--- src/rtl/rv32i_types.sv ---
// Shared types for the CPU memory path: arbiter state and request record.
package rv32i_types;

   typedef enum logic [1:0] {
      IDLE   = 2'd0,
      BUSY_I = 2'd1,
      BUSY_D = 2'd2
   } arb_state_t;

   typedef struct packed {
      logic [31:0] addr;
      logic [3:0]  rmask;
      logic [3:0]  wmask;
      logic [31:0] wdata;
   } mem_req_t;

endpackage

--- src/rtl/mem_port_arbiter_if.sv ---
// Bus bundle between the cpu imem/dmem ports, the arbiter and the shared memory port.
interface mem_port_arbiter_if;
   logic [31:0] imem_addr;
   logic [3:0]  imem_rmask;
   logic [31:0] imem_rdata;
   logic        imem_resp;
   logic [31:0] dmem_addr;
   logic [3:0]  dmem_rmask;
   logic [3:0]  dmem_wmask;
   logic [31:0] dmem_wdata;
   logic [31:0] dmem_rdata;
   logic        dmem_resp;
   logic [31:0] mem_addr;
   logic [3:0]  mem_rmask;
   logic [3:0]  mem_wmask;
   logic [31:0] mem_wdata;
   logic [31:0] mem_rdata;
   logic        mem_resp;

   // Arbiter view.
   modport slave (
      input  imem_addr, imem_rmask, dmem_addr, dmem_rmask, dmem_wmask, dmem_wdata,
      input  mem_rdata, mem_resp,
      output imem_rdata, imem_resp, dmem_rdata, dmem_resp,
      output mem_addr, mem_rmask, mem_wmask, mem_wdata
   );

   // Environment view (requesters plus memory model).
   modport master (
      output imem_addr, imem_rmask, dmem_addr, dmem_rmask, dmem_wmask, dmem_wdata,
      output mem_rdata, mem_resp,
      input  imem_rdata, imem_resp, dmem_rdata, dmem_resp,
      input  mem_addr, mem_rmask, mem_wmask, mem_wdata
   );
endinterface

--- src/rtl/mem_req_slot.sv ---
// One-entry pending request slot. A new request is accepted when the slot
// is empty or is retiring in the same cycle; otherwise it is dropped.
module mem_req_slot
   import rv32i_types::*;
(
   input  logic     clk,
   input  logic     rst,
   input  logic     i_capture,
   input  logic     i_retire,
   input  mem_req_t i_req,
   output logic     o_valid,
   output mem_req_t o_req
);

   logic     r_valid;
   mem_req_t r_req;
   logic     w_load;

   assign w_load  = i_capture & (~r_valid | i_retire);
   assign o_valid = r_valid;
   assign o_req   = r_req;

   // Capture has precedence over retire so a request arriving in the
   // response cycle refills the slot.
   always_ff @(posedge clk) begin
      if (rst) begin
         r_valid <= 1'b0;
         r_req   <= '0;
      end else if (w_load) begin
         r_valid <= 1'b1;
         r_req   <= i_req;
      end else if (i_retire) begin
         r_valid <= 1'b0;
      end
   end

endmodule

--- src/rtl/mem_port_arbiter.sv ---
// Shares one memory port between fetch (imem) and load/store (dmem).
// dmem wins ties; one transaction in flight; responses routed by owner.
module mem_port_arbiter
   import rv32i_types::*;
(
   input  logic              clk,
   input  logic              rst,
   mem_port_arbiter_if.slave bus
);

   arb_state_t r_state, w_next;
   mem_req_t   w_i_in, w_d_in, w_i_slot, w_d_slot, w_i_eff, w_d_eff, w_grant;
   logic       w_i_req, w_d_req, w_i_vld, w_d_vld, w_i_ret, w_d_ret;
   logic       w_i_eff_vld, w_d_eff_vld, w_decide, w_issue;

   logic [31:0] r_mem_addr, r_mem_wdata;
   logic [3:0]  r_mem_rmask, r_mem_wmask;

   assign w_i_req = |bus.imem_rmask;
   assign w_d_req = |(bus.dmem_rmask | bus.dmem_wmask);
   assign w_i_in  = '{addr: bus.imem_addr, rmask: bus.imem_rmask, wmask: 4'h0, wdata: 32'h0};
   assign w_d_in  = '{addr: bus.dmem_addr, rmask: bus.dmem_rmask,
                      wmask: bus.dmem_wmask, wdata: bus.dmem_wdata};

   // The in-flight request stays in its slot until its response retires it.
   assign w_i_ret = bus.mem_resp & (r_state == BUSY_I);
   assign w_d_ret = bus.mem_resp & (r_state == BUSY_D);

   mem_req_slot u_islot (
      .clk(clk), .rst(rst), .i_capture(w_i_req), .i_retire(w_i_ret),
      .i_req(w_i_in), .o_valid(w_i_vld), .o_req(w_i_slot)
   );

   mem_req_slot u_dslot (
      .clk(clk), .rst(rst), .i_capture(w_d_req), .i_retire(w_d_ret),
      .i_req(w_d_in), .o_valid(w_d_vld), .o_req(w_d_slot)
   );

   // What each side would hold after this edge: a surviving slot entry,
   // else the request arriving now (which the slot is about to capture).
   assign w_i_eff_vld = (w_i_vld & ~w_i_ret) | w_i_req;
   assign w_d_eff_vld = (w_d_vld & ~w_d_ret) | w_d_req;
   assign w_i_eff     = (w_i_vld & ~w_i_ret) ? w_i_slot : w_i_in;
   assign w_d_eff     = (w_d_vld & ~w_d_ret) ? w_d_slot : w_d_in;

   // A grant is decided when idle or when the current transaction completes.
   assign w_decide = (r_state == IDLE) | bus.mem_resp;

   // State register.
   always_ff @(posedge clk) begin
      if (rst) r_state <= IDLE;
      else     r_state <= w_next;
   end

   // Next state and grant selection; dmem has priority.
   always_comb begin
      w_next  = r_state;
      w_grant = w_d_eff;
      w_issue = 1'b0;
      if (w_decide) begin
         if (w_d_eff_vld) begin
            w_next  = BUSY_D;
            w_grant = w_d_eff;
            w_issue = 1'b1;
         end else if (w_i_eff_vld) begin
            w_next  = BUSY_I;
            w_grant = w_i_eff;
            w_issue = 1'b1;
         end else begin
            w_next  = IDLE;
         end
      end
   end

   // Shared-port registers: masks pulse for one cycle per issue, addr/wdata hold.
   always_ff @(posedge clk) begin
      if (rst) begin
         r_mem_addr  <= 32'h0;
         r_mem_wdata <= 32'h0;
         r_mem_rmask <= 4'h0;
         r_mem_wmask <= 4'h0;
      end else begin
         r_mem_rmask <= 4'h0;
         r_mem_wmask <= 4'h0;
         if (w_issue) begin
            r_mem_addr  <= w_grant.addr;
            r_mem_wdata <= w_grant.wdata;
            r_mem_rmask <= w_grant.rmask;
            r_mem_wmask <= w_grant.wmask;
         end
      end
   end

   assign bus.mem_addr   = r_mem_addr;
   assign bus.mem_wdata  = r_mem_wdata;
   assign bus.mem_rmask  = r_mem_rmask;
   assign bus.mem_wmask  = r_mem_wmask;

   assign bus.imem_resp  = w_i_ret;
   assign bus.dmem_resp  = w_d_ret;
   assign bus.imem_rdata = bus.mem_rdata;
   assign bus.dmem_rdata = bus.mem_rdata;

endmodule

--- src/flat_wrapper.sv ---
// flat-port wrapper written by rule: the top's interface ports become plain ports
module mem_port_arbiter_flat import rv32i_types::*;
  (clk, rst, bus_imem_addr, bus_imem_rmask, bus_dmem_addr, bus_dmem_rmask, bus_dmem_wmask, bus_dmem_wdata, bus_mem_rdata, bus_mem_resp, bus_imem_rdata, bus_imem_resp, bus_dmem_rdata, bus_dmem_resp, bus_mem_addr, bus_mem_rmask, bus_mem_wmask, bus_mem_wdata);
  mem_port_arbiter_if bus_i ();
  input  logic clk;
  input  logic rst;
  input wire logic [$bits(bus_i.imem_addr)-1:0] bus_imem_addr;
  input wire logic [$bits(bus_i.imem_rmask)-1:0] bus_imem_rmask;
  input wire logic [$bits(bus_i.dmem_addr)-1:0] bus_dmem_addr;
  input wire logic [$bits(bus_i.dmem_rmask)-1:0] bus_dmem_rmask;
  input wire logic [$bits(bus_i.dmem_wmask)-1:0] bus_dmem_wmask;
  input wire logic [$bits(bus_i.dmem_wdata)-1:0] bus_dmem_wdata;
  input wire logic [$bits(bus_i.mem_rdata)-1:0] bus_mem_rdata;
  input wire logic [$bits(bus_i.mem_resp)-1:0] bus_mem_resp;
  output wire logic [$bits(bus_i.imem_rdata)-1:0] bus_imem_rdata;
  output wire logic [$bits(bus_i.imem_resp)-1:0] bus_imem_resp;
  output wire logic [$bits(bus_i.dmem_rdata)-1:0] bus_dmem_rdata;
  output wire logic [$bits(bus_i.dmem_resp)-1:0] bus_dmem_resp;
  output wire logic [$bits(bus_i.mem_addr)-1:0] bus_mem_addr;
  output wire logic [$bits(bus_i.mem_rmask)-1:0] bus_mem_rmask;
  output wire logic [$bits(bus_i.mem_wmask)-1:0] bus_mem_wmask;
  output wire logic [$bits(bus_i.mem_wdata)-1:0] bus_mem_wdata;
  assign bus_i.imem_addr = bus_imem_addr;
  assign bus_i.imem_rmask = bus_imem_rmask;
  assign bus_i.dmem_addr = bus_dmem_addr;
  assign bus_i.dmem_rmask = bus_dmem_rmask;
  assign bus_i.dmem_wmask = bus_dmem_wmask;
  assign bus_i.dmem_wdata = bus_dmem_wdata;
  assign bus_i.mem_rdata = bus_mem_rdata;
  assign bus_i.mem_resp = bus_mem_resp;
  assign bus_imem_rdata = bus_i.imem_rdata;
  assign bus_imem_resp = bus_i.imem_resp;
  assign bus_dmem_rdata = bus_i.dmem_rdata;
  assign bus_dmem_resp = bus_i.dmem_resp;
  assign bus_mem_addr = bus_i.mem_addr;
  assign bus_mem_rmask = bus_i.mem_rmask;
  assign bus_mem_wmask = bus_i.mem_wmask;
  assign bus_mem_wdata = bus_i.mem_wdata;
  mem_port_arbiter u_core (.clk(clk), .rst(rst), .bus(bus_i));
endmodule
--- config.mk ---
export PLATFORM = sky130hd
export DESIGN_NAME = mem_port_arbiter_flat
export DESIGN_NICKNAME = d
export VERILOG_FILES = /design/src/rtl/rv32i_types.sv /design/src/rtl/mem_port_arbiter_if.sv /design/src/rtl/mem_req_slot.sv /design/src/rtl/mem_port_arbiter.sv /design/src/flat_wrapper.sv
export SDC_FILE = /design/constraint.sdc
export NUM_CORES = 1
export LEC_CHECK = 0
export CAP_MARGIN = 15
export CORE_MARGIN = 2
export CORE_UTILIZATION = 55
export DETAILED_ROUTE_END_ITERATION = 8
export MAX_ROUTING_LAYER = met4
export PLACE_DENSITY = 0.88
export SYNTH_ARGS = -nofsm -noshare
export SYNTH_HDL_FRONTEND = slang
export SYNTH_HIERARCHICAL = 1
export SYNTH_SLANG_ARGS = --single-unit
--- constraint.sdc ---
create_clock -name clk -period 2.9 [get_ports clk]
set_input_delay 0.58 -clock clk [delete_from_list [all_inputs] [get_ports clk]]
set_output_delay 0.58 -clock clk [all_outputs]
set_load 0.01 [all_outputs]
After elaboration in Yosys (flattened, before gate mapping)
Cells that the tools add are included.

Add/subtract/negate cells: 0. $mul: 0. Div/mod/pow operators: 0. Order comparisons: 0. Equality and inequality tests: 2. Shift-type cells: 0. Multiplexer cells: 14. Bitwise gates (word level): 17. Reduce and logical (&&, ||, !) cells: 6.

Operator list (count): $mux 72 (5); $mux 1 (8); $reduce_or 4->1 (2); $and 1x1->1 (6); $not 1->1 (5); $or 1x1->1 (5); $or 4x4->4 (1); $reduce_bool 2->1 (2); $eq 2x1->1 const B (1); $eq 2x2->1 const B (1); $logic_not 2->1 (1); $mux 2 (1); $reduce_or 2->1 (1).

Flip-flop bits (word level): 184. Latch bits: 0. RAM bits: 0. Bits in read-only memories: 0. Input bits: 143. Output and inout bits: 138. Word-level logic and storage cells: 52. Memories: 0.

Logic depth before layout (Yosys ltp)
Word-level depth: 10. Gate-level depth with buffers: 9.

Hierarchy
Netlist, hierarchy kept.

By module, submodules not included: mem_req_slot (times used 2, cells each 317, area an instance 3379.5 µm²); mem_port_arbiter (times used 1, cells each 739, area an instance 5176.2 µm²).

Worst setup path before layout
Ideal clock, no wire load.

Path type: input to register. Start: input bus_dmem_wmask[0]. End: register u_core.r_mem_addr[0], in the netlist u_core/bus.mem_addr[0]. Library setup time: 0.132 ns. Arrival time: 1.956 ns. Setup slack: 0.812 ns. Stages on the path: 7. Buffers on the path: 2. Path through: nor4_4 -> nand3_2 -> or3_1 -> buf_4 -> buf_4 -> o2111ai_1 -> a21oi_1.

Longest elaborated chain between the ends: 5. Elaborated cells between the ends (all ways): 7.

RTL lines: from (decl) (RTL line flat_wrapper.sv:11) `input wire logic [$bits(bus_i.dmem_wmask)-1:0] bus_dmem_wmask;`; $or 4x4->4 * (RTL line mem_port_arbiter.sv:20) `assign w_d_req = |(bus.dmem_rmask | bus.dmem_wmask);`; $reduce_or 4->1 * (RTL line mem_port_arbiter.sv:20); $or 1x1->1 * (RTL line mem_port_arbiter.sv:42) `assign w_d_eff_vld = (w_d_vld & ~w_d_ret) | w_d_req;`; $mux 72 / $mux 1 (equally long branches) (RTL line mem_port_arbiter.sv:61) `if (w_d_eff_vld) begin`; $mux 72 / $mux 1 (equally long branches) (RTL line mem_port_arbiter.sv:60) `if (w_decide) begin`; to (signal assigned) (RTL line mem_port_arbiter.sv:86) `r_mem_addr <= w_grant.addr;`; to (decl) (RTL line mem_port_arbiter.sv:16) `logic [31:0] r_mem_addr, r_mem_wdata;`.

Every way passes the cells marked *; elsewhere a longest branch is shown, timed or not. A chain may end at the register's enable or synchronous reset.

Worst setup path in the final report
Start: input bus_mem_resp. End: output bus_imem_resp.

Longest elaborated chain between the ends: 1.

RTL lines: from (decl) (RTL line flat_wrapper.sv:14) `input wire logic [$bits(bus_i.mem_resp)-1:0] bus_mem_resp;`; $and 1x1->1 (RTL line mem_port_arbiter.sv:26) `assign w_i_ret = bus.mem_resp & (r_state == BUSY_I);`; to (decl) (RTL line flat_wrapper.sv:16) `output wire logic [$bits(bus_i.imem_resp)-1:0] bus_imem_resp;`.

No other way between the ends.

==> run_results.csv <==
group,metric,value,unit
run_status,outcome,"completed",
die,start_util,56.4,%
cells_and_area,drive_gt1_share,6.97,%
cells_and_area,area_delta_synth_final,19.8,%
global_route,grt_first_pass_wirelength,48.6,mm
cts,clock_latency,0.51,ns
cells_and_area,fin_nets,1633,
global_route,grt_overflow,0,
synthesis,ys.flop_type,"dfxtp_1",
sta,fmax,381,MHz
cts,tritoncts,"built",
cts,ctsHoldBuffers,0,
worst_setup_path,path_cells,"clkdlybuf4s50_1 -> buf_4 -> nand3b_1 -> inv_1 -> clkdlybuf4s50_1",
detailed_routing,route.detailed.drc,0,
detailed_routing,routedWlPerCell,17.1,µm
detailed_routing,first_pass_iters,5,
sta,relSlewSlack,21.8,%
synthesis,syn_avg_cell_area,8.69,µm²
synthesis,synth_edf_count,0,
place,gp_congestion,0.846,
synthesis,synthArstFlopShare,0,%
die,io_pins,281,
cells_and_area,seq_area,4400,µm²
sta,drv_slew,0,
place,hpwl,19.9,mm
die,die_y,151,µm
cts,path_clk_slew,0.06,ns
worst_setup_path,crit_start,"bus_mem_resp",
worst_setup_path,r2r_start,"u_core/r_state[0]$_SDFFE_PP0N_",
sta,finalCritPeriodShare,90.5,%
synthesis,ys_ff_latch,220,
worst_setup_path,slowest_delay,0.60,ns
cts,cts_root_buf,"clkbuf_16",
worst_setup_path,crit_end,"bus_imem_resp",
global_route,grt_max_degree,120,
die,rows,53,
detailed_routing,vias,9917,
cts,clockBufferDepth,3,
sta,finalHoldViolCount,0,
die,dieArea,22900,µm²
worst_setup_path,crit_top_cell,"clkdlybuf4s50_1",
detailed_routing,drtAntennaViolNets,0,
cts,htreeDepth,1,
pwr,p_per_area,544,nW/µm²
global_route,grt_pass1_vias,9832,
worst_setup_path,reg2reg_depth,5,
sta,fin_crit,2.62,ns
die,coreArea,21200,µm²
worst_setup_path,worstSetupStartpointType,"primary input",
detailed_routing,drtIter0Drc,718,
sta,tightest_slew,1.17,ns
synthesis,synthCells,1373,
place,portBuffers,184,
detailed_routing,vias_per_cell,5.56,
synthesis,synth_warnings,6,
flow_run,maxCapViolations,0,
worst_setup_path,r2r_setup_slack,0.65,ns
worst_hold_path,hp-start,"u_core/bus.mem_addr[30]$_SDFFE_PP0P_",
pwr,ir_worst_vdd,472,µV
synthesis,seq_area_frac_synth,36.9,%
cts,cts_resized,0,
worst_setup_path,cp_slowest_cell,"clkdlybuf4s50_1",
global_route,grt_antenna_before_repair,1,
cells_and_area,final_core_util,67.6,%
worst_setup_path,critPathArrivalTime,2.04,ns
global_route,grt_usage,27.2,%
worst_hold_path,min_path_type,"flip-flop to flip-flop",
detailed_routing,routed_wl,30.5,mm
cells_and_area,fill_cells,1604,
worst_setup_path,worstSetupPathType,"primary input to output pin",
cells_and_area,multiInputGateArea,6330,µm²
cts,cts.sinks,220,
synthesis,synth_area,11900,µm²
synthesis,synth_cell_types,41,
cts,cts_setup_buffers,0,
pwr,leakage,5.79,nW
sta,rsz0062_at_grt,"false",
worst_setup_path,path_max_fanout,4,
die,die_w,151,µm
sta,skew,0.00540,ns
pwr,fin_total_pwr,7.78,mW
worst_setup_path,crit_required,2.32,ns
worst_setup_path,end_kind,"output pin",
sta,setup_viol,0,
worst_setup_path,worstReg2RegEnd,"u_core/u_dslot/o_req[64]$_SDFFE_PP0P_",
cts,cts_buffers,25,
==> worst max-delay path: cells and delay by family <==
kind / cells / cell delay, ns
buffers and inverters: 4 / 1.31
AND/OR/NAND/NOR: 1 / 0.14
==> logic make-up (layout without fill, tap and decap cells) <==
family | after synthesis | count (layout) | synth area share (%)
and+or+nand+nor | 572 | 572 | 25.4
AOI/OAI and AO/OA | 240 | 240 | 12.7
DFF | 220 | 220 | 36.9
buffers and inverters | 182 | 281 | 11.7
muxes | 158 | 158 | 13.3
other | 1 | 37 | 0.0314
==> where the power goes <==
group          switching (mW)  internal [mW]
Clock                    1.24           1.88
Combinational           0.618          0.664
Sequential              0.130           3.25
Total                    1.99           5.79
==> final cells by class <==
cell class,count,area share [%]
antenna,1,0.0175
timing repair buffer,230,16.7
clock buffer,35,4.99
tap,275,2.41
multi-input combinational,1006,44.3
inverter,7,0.184
sequential,220,30.8
clock inverter,9,0.665
==> how the worst min path moves through the flow <==
stage | end | cells after the start
6_report | u_core/bus.mem_addr[30]$_SDFFE_PP0P_ | 2
5_1_grt | u_core/bus.mem_addr[30]$_SDFFE_PP0P_ | 2
4_1_cts | u_core/bus.mem_addr[30]$_SDFFE_PP0P_ | 2
3_5_place_dp | u_core/bus.mem_addr[16]$_SDFFE_PP0P_ | 2
3_3_place_gp | u_core/bus.mem_addr[30]$_SDFFE_PP0P_ | 2
2_1_floorplan | u_core/u_islot/o_req[47]$_SDFFE_PP0P_ | 2
==> Yosys cell counts (2+ instances only) <==
library cell  number  share of area (%)
nand2b_1         290                 15
dfxtp_1          220                 37
nand2_1          162                5.1
mux2i_1          158                 13
a21oi_1           88                3.7
buf_4             70                4.4
nor2_1            52                1.6
nor3_1            50                2.1
o21ai_0           46                1.9
clkbuf_1          42                1.3
a211oi_1          32                2.0
buf_2             24                1.0
buf_6             21                2.0
o2111ai_1         19                1.4
o22a_1            19                1.4
buf_12            16                2.7
o22ai_1           13               0.68
a31oi_1            9               0.47
inv_1              7               0.22
o21ai_1            5               0.21
nand3_1            4               0.17
nor4_4             3               0.53
a21boi_2           2               0.19
buf_1              2              0.063
nand2_2            2               0.10
nor2_2             2               0.10
==> registers in the layout (all words and copies together) (netlist names) <==
signal,flops
u_core/r_state,2
u_core/u_dslot/o_valid,1
u_core/u_dslot/o_req,72
u_core/bus.mem_wmask,4
u_core/bus.mem_addr,32
u_core/u_islot/o_req,72
u_core/u_islot/o_valid,1
u_core/bus.mem_rmask,4
u_core/bus.mem_wdata,32
==> per-stage QoR <==
step | instances | hold WS (ns) | setup slack [ns] | setup TNS [ns] | cell area, µm²
2_1_floorplan | 1408 | 0.447 | 0.812 | 0 | 12100
3_3_place_gp | 1738 | 0.443 | 0.0494 | 0 | 13500
3_5_place_dp | 1738 | 0.450 | -0.0429 | -0.106 | 13500
4_1_cts | 1782 | 0.458 | 0.288 | 0 | 14300
5_1_grt | 1783 | 0.482 | 0.213 | 0 | 14300
6_report | 1783 | 0.455 | 0.277 | 0 | 14300
==> layer usage <==
layer | vias up | wire [µm] | track usage (%)
met4 | 0 | 1130 | 12.7
met3 | 82 | 1880 | 3.70
met2 | 341 | 14900 | 45.0
met1 | 4718 | 12700 | 32.8
met5 | - | 0 | -
li1 | 4776 | - | -
==> placed cells by master (no fill, tap or decap), drive strengths merged <==
master         synthesis  routed
o21ai                 51      51
buf                  133      47
a31oi                  9       9
diode                  0       1
a21o                   1       1
inv                    7       7
and2                   1       1
nand2b               290     290
o2111ai               19      19
nand3b                 1       1
and3b                  1       1
o22ai                 13      13
nand3                  5       5
nor3                  51      51
or3                    1       1
conb                   1      36
nor4                   3       3
o31ai                  1       1
a21boi                 2       2
clkbuf                42      35
a211oi                33      33
clkinv                 0       7
nor2b                  1       1
nor2                  54      54
nand2                164     164
mux2i                158     158
a21oi                 88      88
clkdlybuf4s50          0     183
o31a                   1       1
dfxtp                220     220
bufinv                 0       2
a22oi                  1       1
o211ai                 1       1
o21bai                 1       1
o22a                  19      19
(Power assumes the default switching activity.)
